File: config.mk
export PLATFORM = sky130hd
export DESIGN_NAME = pixel_line_ctrl
export DESIGN_NICKNAME = d
export VERILOG_FILES = /design/src/rtl/pixel_line_ctrl_pkg.sv /design/src/rtl/pixel_out_reg.sv /design/src/rtl/pixel_line_ctrl.sv
export SDC_FILE = /design/constraint.sdc
export NUM_CORES = 1
export LEC_CHECK = 0
export CAP_MARGIN = 20
export CORE_MARGIN = 3
export CORE_UTILIZATION = 49
export DETAILED_ROUTE_END_ITERATION = 12
export GPL_TIMING_DRIVEN = 0
export PLACE_DENSITY = 0.82
export SYNTH_ARGS = -nofsm -noshare
export SYNTH_HDL_FRONTEND = slang
export SYNTH_SLANG_ARGS = --single-unit
File: constraint.sdc
create_clock -name pixel_clk_i -period 1.99 [get_ports pixel_clk_i]
set_clock_uncertainty 0.15 [all_clocks]
set_input_delay 0.597 -clock pixel_clk_i [delete_from_list [all_inputs] [get_ports pixel_clk_i]]
set_output_delay 0.597 -clock pixel_clk_i [all_outputs]
set_load 0.005 [all_outputs]
File: src/rtl/pixel_line_ctrl_pkg.sv
// Shared types and constants for the pixel-domain line controller.
// The optional zero-padding path is enabled by defining PIXEL_LINE_CTRL_PAD_EN.
package pixel_line_ctrl_pkg;

  typedef enum logic [2:0] {
    StIdle,
    StFrame,
    StFill,
    StRead,
    StHblank
  } line_state_e;

  // Consecutive empty READ cycles tolerated before padding the rest of the line.
  localparam int unsigned PAD_TIMEOUT = 64;

  function automatic int unsigned cnt_width(input int unsigned max_val);
    return (max_val < 2) ? 1 : $clog2(max_val + 1);
  endfunction

endpackage

File: src/rtl/pixel_out_reg.sv
// Output retiming: registers FIFO data/valid into pix_data/de and derives lv,
// which stays high from the first to the last data enable of a line.
module pixel_out_reg
  import pixel_line_ctrl_pkg::*;
#(
  parameter int unsigned PIXEL_WIDTH = 8,
  parameter int unsigned H_ACTIVE    = 1920
) (
  input  logic                   pixel_clk_i,
  input  logic                   pixel_rst_i,
  input  logic [PIXEL_WIDTH-1:0] pix_data_i,
  input  logic                   pix_valid_i,
  input  logic                   pad_valid_i,
  output logic [PIXEL_WIDTH-1:0] pix_data_o,
  output logic                   de_o,
  output logic                   lv_o
);

  localparam int unsigned CntW = cnt_width(H_ACTIVE);
  localparam logic [CntW-1:0] LineLen = CntW'(H_ACTIVE);

  logic [PIXEL_WIDTH-1:0] data_q, data_d;
  logic                   de_q, de_d;
  logic                   lv_q, lv_d;
  logic [CntW-1:0]        de_cnt_q, de_cnt_d;

  always_comb begin
    de_d   = pix_valid_i | pad_valid_i;
    data_d = pix_valid_i ? pix_data_i : '0;
    // A full line of enables has been emitted: lv drops unless a new line begins.
    if (de_cnt_q == LineLen) begin
      de_cnt_d = de_d ? CntW'(1) : '0;
      lv_d     = de_d;
    end else begin
      de_cnt_d = de_cnt_q + CntW'(de_d);
      lv_d     = de_d | lv_q;
    end
  end

  always_ff @(posedge pixel_clk_i or posedge pixel_rst_i) begin
    if (pixel_rst_i) begin
      data_q   <= '0;
      de_q     <= 1'b0;
      lv_q     <= 1'b0;
      de_cnt_q <= '0;
    end else begin
      data_q   <= data_d;
      de_q     <= de_d;
      lv_q     <= lv_d;
      de_cnt_q <= de_cnt_d;
    end
  end

  assign pix_data_o = data_q;
  assign de_o       = de_q;
  assign lv_o       = lv_q;

endmodule

File: src/rtl/pixel_line_ctrl.sv
// Line controller: drains H_ACTIVE pixels per line_start from the unpacker FIFO.
// Define PIXEL_LINE_CTRL_PAD_EN to zero-pad a line after a long FIFO underflow.
module pixel_line_ctrl
  import pixel_line_ctrl_pkg::*;
#(
  parameter int unsigned PIXEL_WIDTH = 8,
  parameter int unsigned H_ACTIVE    = 1920,
  parameter int unsigned HBLANK_MIN  = 16,
  parameter int unsigned LINE_CNT_W  = 12
) (
  input  logic                   pixel_clk_i,
  input  logic                   pixel_rst_i,
  input  logic                   frame_start_i,
  input  logic                   frame_end_i,
  input  logic                   line_start_i,
  input  logic                   fifo_empty_i,
  input  logic [PIXEL_WIDTH-1:0] pix_data_i,
  input  logic                   pix_valid_i,
  output logic                   rd_en_o,
  output logic [PIXEL_WIDTH-1:0] pix_data_o,
  output logic                   de_o,
  output logic                   lv_o,
  output logic                   fv_o,
  output logic [LINE_CNT_W-1:0]  line_cnt_o,
  output logic                   underflow_o,
  output logic                   proto_err_o
);

  localparam int unsigned PixCntW   = cnt_width(H_ACTIVE);
  localparam int unsigned BlankCntW = cnt_width(HBLANK_MIN);
  localparam logic [PixCntW-1:0]   LastPix   = PixCntW'(H_ACTIVE - 1);
  localparam logic [BlankCntW-1:0] BlankLoad = BlankCntW'(HBLANK_MIN);

  line_state_e            state_q;
  logic [PixCntW-1:0]     pix_cnt_q;
  logic [BlankCntW-1:0]   blank_cnt_q;
  logic                   fe_pend_q;
  logic                   fv_q;
  logic [LINE_CNT_W-1:0]  line_cnt_q;
  logic                   underflow_q;
  logic                   proto_err_q;
  logic                   pad_vld_q;
  logic                   pad_mode;
  logic                   pad_pix;
  logic                   rd_en;
  logic                   take_pix;
  logic                   in_line;
  logic                   fe_exit;

  assign in_line  = (state_q == StFill) || (state_q == StRead) || (state_q == StHblank);
  assign rd_en    = (state_q == StRead) && !fifo_empty_i && !pad_mode;
  assign take_pix = rd_en | pad_pix;
  assign fe_exit  = fe_pend_q | frame_end_i;

`ifdef PIXEL_LINE_CTRL_PAD_EN
  localparam int unsigned RunW = cnt_width(PAD_TIMEOUT);

  logic [RunW-1:0] empty_run_q;
  logic            pad_mode_q;

  // Once padding starts it owns the rest of the line, even if data reappears.
  always_ff @(posedge pixel_clk_i or posedge pixel_rst_i) begin
    if (pixel_rst_i) begin
      empty_run_q <= '0;
      pad_mode_q  <= 1'b0;
    end else if (state_q != StRead) begin
      empty_run_q <= '0;
      pad_mode_q  <= 1'b0;
    end else if (!pad_mode_q) begin
      if (!fifo_empty_i) begin
        empty_run_q <= '0;
      end else if (empty_run_q == RunW'(PAD_TIMEOUT - 1)) begin
        pad_mode_q <= 1'b1;
      end else begin
        empty_run_q <= empty_run_q + RunW'(1);
      end
    end
  end

  assign pad_mode = pad_mode_q;
  assign pad_pix  = (state_q == StRead) && pad_mode_q;
`else
  assign pad_mode = 1'b0;
  assign pad_pix  = 1'b0;
`endif

  always_ff @(posedge pixel_clk_i or posedge pixel_rst_i) begin
    if (pixel_rst_i) begin
      state_q     <= StIdle;
      pix_cnt_q   <= '0;
      blank_cnt_q <= '0;
      fe_pend_q   <= 1'b0;
      fv_q        <= 1'b0;
      line_cnt_q  <= '0;
      underflow_q <= 1'b0;
      proto_err_q <= 1'b0;
      pad_vld_q   <= 1'b0;
    end else begin
      // Delay pad strobes by one cycle to match the FIFO read latency.
      pad_vld_q <= pad_pix;
      if ((frame_start_i && (state_q != StIdle)) || (line_start_i && in_line)) begin
        proto_err_q <= 1'b1;
      end
      if (frame_end_i && in_line) begin
        fe_pend_q <= 1'b1;
      end
      unique case (state_q)
        StIdle: begin
          if (frame_start_i) begin
            state_q     <= StFrame;
            fv_q        <= 1'b1;
            line_cnt_q  <= '0;
            underflow_q <= 1'b0;
            proto_err_q <= 1'b0;
            fe_pend_q   <= 1'b0;
          end
        end
        StFrame: begin
          if (line_start_i) begin
            state_q   <= StFill;
            pix_cnt_q <= '0;
            fe_pend_q <= frame_end_i;
          end else if (frame_end_i) begin
            state_q <= StIdle;
            fv_q    <= 1'b0;
          end
        end
        StFill: begin
          if (!fifo_empty_i) begin
            state_q <= StRead;
          end
        end
        StRead: begin
          if (fifo_empty_i) begin
            underflow_q <= 1'b1;
          end
          if (take_pix) begin
            if (pix_cnt_q == LastPix) begin
              state_q     <= StHblank;
              pix_cnt_q   <= '0;
              blank_cnt_q <= BlankLoad;
              line_cnt_q  <= line_cnt_q + LINE_CNT_W'(1);
            end else begin
              pix_cnt_q <= pix_cnt_q + PixCntW'(1);
            end
          end
        end
        StHblank: begin
          if (blank_cnt_q == BlankCntW'(1)) begin
            state_q   <= fe_exit ? StIdle : StFrame;
            fv_q      <= !fe_exit;
            fe_pend_q <= 1'b0;
          end else begin
            blank_cnt_q <= blank_cnt_q - BlankCntW'(1);
          end
        end
        default: state_q <= StIdle;
      endcase
    end
  end

  pixel_out_reg #(
    .PIXEL_WIDTH (PIXEL_WIDTH),
    .H_ACTIVE    (H_ACTIVE)
  ) u_out_reg (
    .pixel_clk_i (pixel_clk_i),
    .pixel_rst_i (pixel_rst_i),
    .pix_data_i  (pix_data_i),
    .pix_valid_i (pix_valid_i),
    .pad_valid_i (pad_vld_q),
    .pix_data_o  (pix_data_o),
    .de_o        (de_o),
    .lv_o        (lv_o)
  );

  assign rd_en_o     = rd_en;
  assign fv_o        = fv_q;
  assign line_cnt_o  = line_cnt_q;
  assign underflow_o = underflow_q;
  assign proto_err_o = proto_err_q;

endmodule

==> impl_metrics.py, run 1 <==
metrics = {
    "outcome": {
        "status": "complete, but fails checks",
        "violations": "setup timing",
    },
    "placement": {
        "port_buffers": 40,
        "dp_cells": 414,
        "routability_driven_placement_congestion_ratio": 0.919,
        "dpl.hpwl_um": 4580,
        "placement.setup.worst_slack_ns": -0.972,
    },
    "worst_setup_path": {
        "cp_data_arrival_time_ns": 2.14,
        "crit-reg2reg-launch": "state_q[0]",
        "required_time_reported_for_the_critical_path_endpoint_ns": 2.04,
        "r2r_setup_slack_ns": -0.09,
        "timing_worst_setup_path_type": "primary input to register",
        "setup.worst_path.end_class": "register",
        "rr_worst_depth": 6,
        "worst_r2r_endpoint": "line_cnt_o[11]",
        "worstSetupStartpointType": "primary input",
        "timing.critical_path.fanout_max": 5,
    },
    "timing": {
        "post-route-worst-setup-slack_ns": -0.108,
        "report.final.hold_viol_count": 0,
        "post-route-period-util": 1.05,
        "timing.max_slew.rel_slack": 0.572,
        "tightest_slew_ns": 0.632,
        "holdWs_ns": 0.349,
        "final-setup-viol-count": 10,
        "rsz_0062_raised_after_global_routing": "true",
        "fmax_mhz": 477,
        "finalWorstPathRequiredPeriod_ns": 2.10,
        "slew_viol_final": 0,
    },
    "die": {
        "floorplan.initialDensity": 0.521,
        "die_width_um": 83.7,
        "die_y_extent_um": 83.7,
        "core_area_um2": 5680,
        "die_area_um2": 7000,
        "placementRows": 27,
        "ios": 41,
    },
    "synthesis": {
        "synth-edff-count": 0,
        "synth_top_family_by_area": "simple AND/OR/NAND/NOR gates",
        "muxShareOfSynthArea": 0.0245,
        "synth_warnings": 0,
        "avgSynthCellArea_um2": 9.82,
        "synthDistinctLibCells": 55,
        "fraction_of_the_mapped_netlist_area_in_compound_gates": 0.135,
        "netlist_top_cells_count": "56 x dfrtp_1, 24 x nor2_1, 19 x nand2_1",
        "seq_area_frac_synth": 0.474,
        "async_reset_ff_frac": 1.00,
        "synth_top_area_cell": "dfrtp_1",
        "synth_ff_type": "dfrtp_1",
        "synth_simple_gate_area_frac": 0.266,
        "mapped_cells": 301,
        "synth_top_area_frac": 0.474,
        "post_synth_instance_area_um2": 2960,
        "synth_nets": 322,
        "netlist_top_cells_area": "dfrtp_1 47%, nor2_1 3.0%, xnor2_1 3.0%",
        "synth-adder-area-share": 0.0254,
        "post-synth-top-count-cell": "dfrtp_1",
        "synthXorXnorAreaFrac": 0.0415,
        "synth_seq_cells": 56,
    },
    "global_route": {
        "global_route.usage.total": 0.203,
        "pin_count_of_the_biggest_net_entering_global_routing": 30,
        "global_route_wire_length_before_repair_um": 11900,
        "overflow": 0,
        "initial_antenna_violation_count": 0,
        "first_global_vias": 2556,
    },
    "layout": {
        "finalCoreUtilization": 0.735,
        "final_cell_count_no_fill": 462,
        "drive_above_1_share": 0.279,
        "multiInputGateArea_um2": 1730,
        "final_net_count": 410,
        "flow.area_growth_from_synthesis_pct": 41.1,
        "antenna-diode-count": 0,
        "filler_cell_count": 370,
        "regArea_um2": 1410,
    },
    "route": {
        "detail_route.wl_per_cell_um": 17.8,
        "drcViolationCount": 0,
        "vias": 2846,
        "vias_per_cell": 6.16,
        "detail_route.wirelength_um": 8230,
        "drtPass1Iterations": 5,
        "initialDrtViolationCount": 255,
        "detail-route-antenna-nets": 0,
    },
    "job": {
        "timing.max_cap.violations": 0,
    },
    "clock_network": {
        "cts_inserted_buffers": 5,
        "clk_transition_reported_paths_ns": 0.12,
        "clock-root-buffer": "clkbuf_8",
        "htreeDepth": 2,
        "clock_path_buffers": 2,
        "clock-sinks": 56,
        "clock_insertion_delay_worst_skew_ns": 0.32,
        "tritoncts": "yes",
    },
    "hold_path": {
        "whs_endpoint": "u_out_reg.de_cnt_q[9]",
        "timing.hold.worst_path_depth": 1,
        "min-delay-start": "u_out_reg.de_cnt_q[9]",
        "min_path_type": "register to register",
    },
    "power": {
        "power_per_cell_area_nw_per_um2": 932,
        "ir_worst_vdd_v": 0.000717,
        "post-layout-total-power_mw": 3.89,
        "total_leakage_power_nw": 1.82,
    },
}
-- registers in the layout, indices dropped and copies added, names as in the netlist --
signal / flops
blank_cnt_q: 5
fe_pend_q: 1
fv_o: 1
line_cnt_o: 12
pix_cnt_q: 11
proto_err_o: 1
state_q: 3
u_out_reg.de_cnt_q: 11
u_out_reg.de_o: 1
u_out_reg.lv_o: 1
u_out_reg.pix_data_o: 8
underflow_o: 1
-- worst max-delay path: stages --
cell and delay, ns:
clkdlybuf4s50_1 0.48, nor4b_1 0.61, nor4_1 0.12, a21oi_1 0.21, o22ai_1 0.13
-- layout make-up --
class,count,area share
Buffer,10,0.0177
Tap cell,72,0.0216
Timing Repair Buffer,83,0.178
Inverter,10,0.00990
Multi-Input combinational cell,223,0.415
Clock inverter,3,0.00540
Clock buffer,5,0.0165
Sequential cell,56,0.337
-- worst max path at each step --
| stage | startpoint | endpoint | slack [ns] | cells past startpoint |
|---|---|---|---|---|
| after global routing | state_q[0] | line_cnt_o[11] | -0.16 | 6 |
| final | frame_end_i | state_q[0] | -0.11 | 5 |
| after global placement | fifo_empty_i | rd_en_o | -0.96 | 4 |
| after CTS | state_q[0] | rd_en_o | -0.13 | 4 |
| after detailed placement | fifo_empty_i | rd_en_o | -0.97 | 4 |
| after floorplan | fifo_empty_i | pix_cnt_q[5] | -0.11 | 6 |
-- where the power goes --
group	total (mW)	internal [mW]	switching (mW)	leakage (nW)
clock network	0.657	0.254	0.403	0.0485
logic	1.65	0.818	0.837	1.07
registers	1.57	1.35	0.228	0.700
-- cell families (layout without fill, tap and decap cells) --
group / after synthesis / after routing
simple gates: 137 / 137
compound gates: 58 / 59
flops: 56 / 56
buf+inv: 23 / 111
xor+xnor: 14 / 14
mux: 7 / 7
fa+ha+maj: 6 / 6
-- timing repair --
item,CTS,global route
setup endpoints to repair,37,35
hold buffers,0,0
buffers inserted,14,28
cloned,1,0
pin swaps,2,7
gates resized for setup,41,47
-- placed cells by master (no fill, tap or decap), drive strengths merged, types with 10 or more instances in the layout --
| master | n |
|---|---|
| nand3 | 15 |
| nor2 | 24 |
| buf | 53 |
| inv | 10 |
| o21ai | 11 |
| nand2 | 19 |
| clkdlybuf4s50 | 29 |
| dfrtp | 56 |
| a21oi | 13 |
| xnor2 | 10 |
| and2 | 13 |
-- metal layers --
metal	global-route usage	vias up	part of all wire
li1	-	1283	-
met3	0.0454	30	0.063
met1	0.255	1395	0.40
met2	0.352	138	0.50
met5	0	-	0
met4	0.0526	0	0.033
-- through the flow --
step	area, µm²	TNS, ns
2_1_floorplan	2970	-0.250
4_1_cts	3790	-0.568
3_3_place_gp	3460	-24.54
3_5_place_dp	3480	-21.01
6_report	4170	-0.368
5_1_grt	4170	-1.04
No activity file was read; power rests on OpenSTA's default activity.
==> run 2, diff against run 1 <==
--- a/config.mk
+++ b/config.mk
@@ -11,6 +11,7 @@
 export DETAILED_ROUTE_END_ITERATION = 12
 export GPL_TIMING_DRIVEN = 0
 export PLACE_DENSITY = 0.82
+export SKIP_LAST_GASP = 1
 export SYNTH_ARGS = -nofsm -noshare
 export SYNTH_HDL_FRONTEND = slang
 export SYNTH_SLANG_ARGS = --single-unit
==> run 2 against run 1 <==
The flow still finishes with violations (setup timing). Worst setup slack improved by 0.037 ns. Clock power rose by 0.8%. Critical endpoint is now rd_en_o. Power fell by 0.41%. Final cell count fell by 0.87%. Largest power group unchanged. Highest routed layer unchanged. Non-clock buffer count fell by 4. Global-route usage fell by 0.23 points. Die area did not move. Clock-buffer cell count did not move. Sequential share of layout area rose by 0.35 points. Hold slack barely moved.
==> impl_metrics.py, run 2 (same netlist as run 1, synthesis figures left out) <==
metrics = {
    "timing": {
        "rsz_0062_raised_after_global_routing": "true",
        "report.final.hold_viol_count": 0,
        "finalWorstPathRequiredPeriod_ns": 2.06,
        "post-route-worst-setup-slack_ns": -0.0718,
        "timing.max_slew.rel_slack": 0.582,
        "slew_viol_final": 0,
        "setup_total_negative_slack_ns": -0.403,
        "fmax_mhz": 485,
        "holdWs_ns": 0.349,
        "post-route-period-util": 1.04,
        "final-setup-viol-count": 12,
        "tightest_slew_ns": 0.625,
    },
    "layout": {
        "post_route_design_area_um2": 4130,
        "regArea_um2": 1410,
        "finalCoreUtilization": 0.728,
        "antenna-diode-count": 0,
        "most-common-layout-cells": "53 x dfrtp_1, 37 x buf_4, 28 x clkdlybuf4s50_1",
        "multiInputGateArea_um2": 1720,
        "filler_cell_count": 381,
        "flow.area_growth_from_synthesis_pct": 39.7,
        "largest_reg_flops": 12,
        "drive_above_1_share": 0.264,
        "final_common_cell": "dfrtp_1",
        "final_net_count": 406,
    },
    "clock_network": {
        "clk_transition_reported_paths_ns": 0.11,
        "tritoncts": "yes",
        "cts_inserted_buffers": 5,
        "clock-root-buffer": "clkbuf_8",
        "clock_path_buffers": 2,
        "cts_hold_buffers": 0,
        "clock_insertion_delay_worst_skew_ns": 0.32,
        "htreeDepth": 2,
        "clock-sinks": 56,
    },
    "worst_setup_path": {
        "cp_cell_instances": "nor4bb_4, buf_4, buf_6",
        "setup.worst_path.end_class": "output pin",
        "required_time_reported_for_the_critical_path_endpoint_ns": 1.24,
        "timing_worst_setup_path_type": "register to output pin",
        "worstSetupStartpointType": "register",
        "crit_path_max_incr_delay_ns": 0.45,
        "crit_family": "flip-flops",
        "crit_buf_inv": 2,
        "cp_data_arrival_time_ns": 1.31,
        "timing.critical_path.fanout_max": 7,
        "crit_path_top_delay_cell": "dfrtp_2",
    },
    "die": {
        "floorplan.initialDensity": 0.521,
        "ios": 41,
        "die_y_extent_um": 83.7,
        "die_width_um": 83.7,
        "die_area_um2": 7000,
        "core_area_um2": 5680,
        "placementRows": 27,
    },
    "global_route": {
        "global_route.usage.total": 0.201,
        "initial_antenna_violation_count": 0,
        "overflow": 0,
        "global_route_wire_length_before_repair_um": 11800,
        "first_global_vias": 2533,
        "pin_count_of_the_biggest_net_entering_global_routing": 30,
    },
    "power": {
        "power_per_cell_area_nw_per_um2": 937,
        "ir_worst_vdd_v": 0.000715,
        "total_leakage_power_nw": 1.81,
        "post-layout-total-power_mw": 3.87,
    },
    "job": {
        "timing.max_cap.violations": 0,
    },
    "placement": {
        "dpl.hpwl_um": 4580,
        "dpl-instance-area_um2": 3480,
        "routability_driven_placement_congestion_ratio": 0.919,
        "port_buffers": 40,
    },
    "hold_path": {
        "min_path_type": "register to register",
    },
    "route": {
        "detail-route-antenna-nets": 0,
        "vias_per_cell": 6.20,
        "drcViolationCount": 0,
        "drtPass1Iterations": 6,
        "wl_met1_um": 3230,
        "route.top_layer_used": "met4",
        "detail_route.wirelength_um": 7930,
        "initialDrtViolationCount": 281,
        "route.met2.wl_um": 4030,
        "met3WireLength_um": 512,
        "detail_route.wl_per_cell_um": 17.3,
        "vias": 2840,
    },
    "outcome": {
        "violations": "setup timing",
        "status": "complete, but fails checks",
    },
}
-- run 2: worst paths after layout --
| path | start | to | slack, ns | cells past startpoint |
|---|---|---|---|---|
| min in group asynchronous | pixel_rst_i | u_out_reg.lv_o | 0.54 | 2 |
| worst max register to register | state_q[0] | blank_cnt_q[4] | -0.06 | 6 |
| worst min register to register | u_out_reg.de_cnt_q[9] | u_out_reg.de_cnt_q[9] | 0.35 | 1 |
| worst max-delay path | state_q[1] | rd_en_o | -0.07 | 3 |
| worst min-delay path | u_out_reg.de_cnt_q[9] | u_out_reg.de_cnt_q[9] | 0.35 | 1 |
| max in group asynchronous | pixel_rst_i | state_q[2] | 0.59 | 3 |
-- run 2: layout make-up --
cell class              count  area share
plain buffers              11      0.0197
inverters                  10      0.0100
clock buffers               5      0.0167
clock inverters             3     0.00545
flip-flops and latches     56       0.340
well taps                  72      0.0218
repair buffers             78       0.170
multi-input cells         223       0.416
-- run 2: per-layer routing --
metal / vias to the layer above / track usage
met3: 25 / 0.0444
met1: 1393 / 0.258
met5: - / 0
met4: 0 / 0.0497
li1: 1276 / -
met2: 146 / 0.343
-- run 2: power breakdown --
part           switching [mW]  leakage (nW)  total (mW)  internal, mW
Sequential              0.224         0.700        1.57          1.35
Clock                   0.408        0.0485       0.662         0.254
Combinational           0.834          1.06        1.64         0.802
-- run 2: worst reg2reg max path, delay by kind of cell (launching register included) --
| family | cells | cell delay, ns |
|---|---|---|
| buffers and inverters | 2 | 0.29 |
| flip-flops | 1 | 0.44 |
| AND/OR/NAND/NOR | 3 | 0.89 |
| XOR/XNOR | 1 | 0.15 |
-- run 2: through the flow --
| step | instances | worst slack, ns |
|---|---|---|
| 2_1_floorplan | 301 | -0.106 |
| 3_3_place_gp | 413 | -0.957 |
| 3_5_place_dp | 414 | -0.972 |
| 4_1_cts | 437 | -0.139 |
| 5_1_grt | 458 | -0.146 |
| 6_report | 458 | -0.0718 |
-- run 2: what timing repair did --
action                                  in CTS  in global routing
gates cloned                                 1                  1
setup buffers                               14                 22
pin swaps                                    2                  8
hold endpoints to repair                     0                  0
endpoints found under the setup margin      37                 36
resized for setup                           36                 50
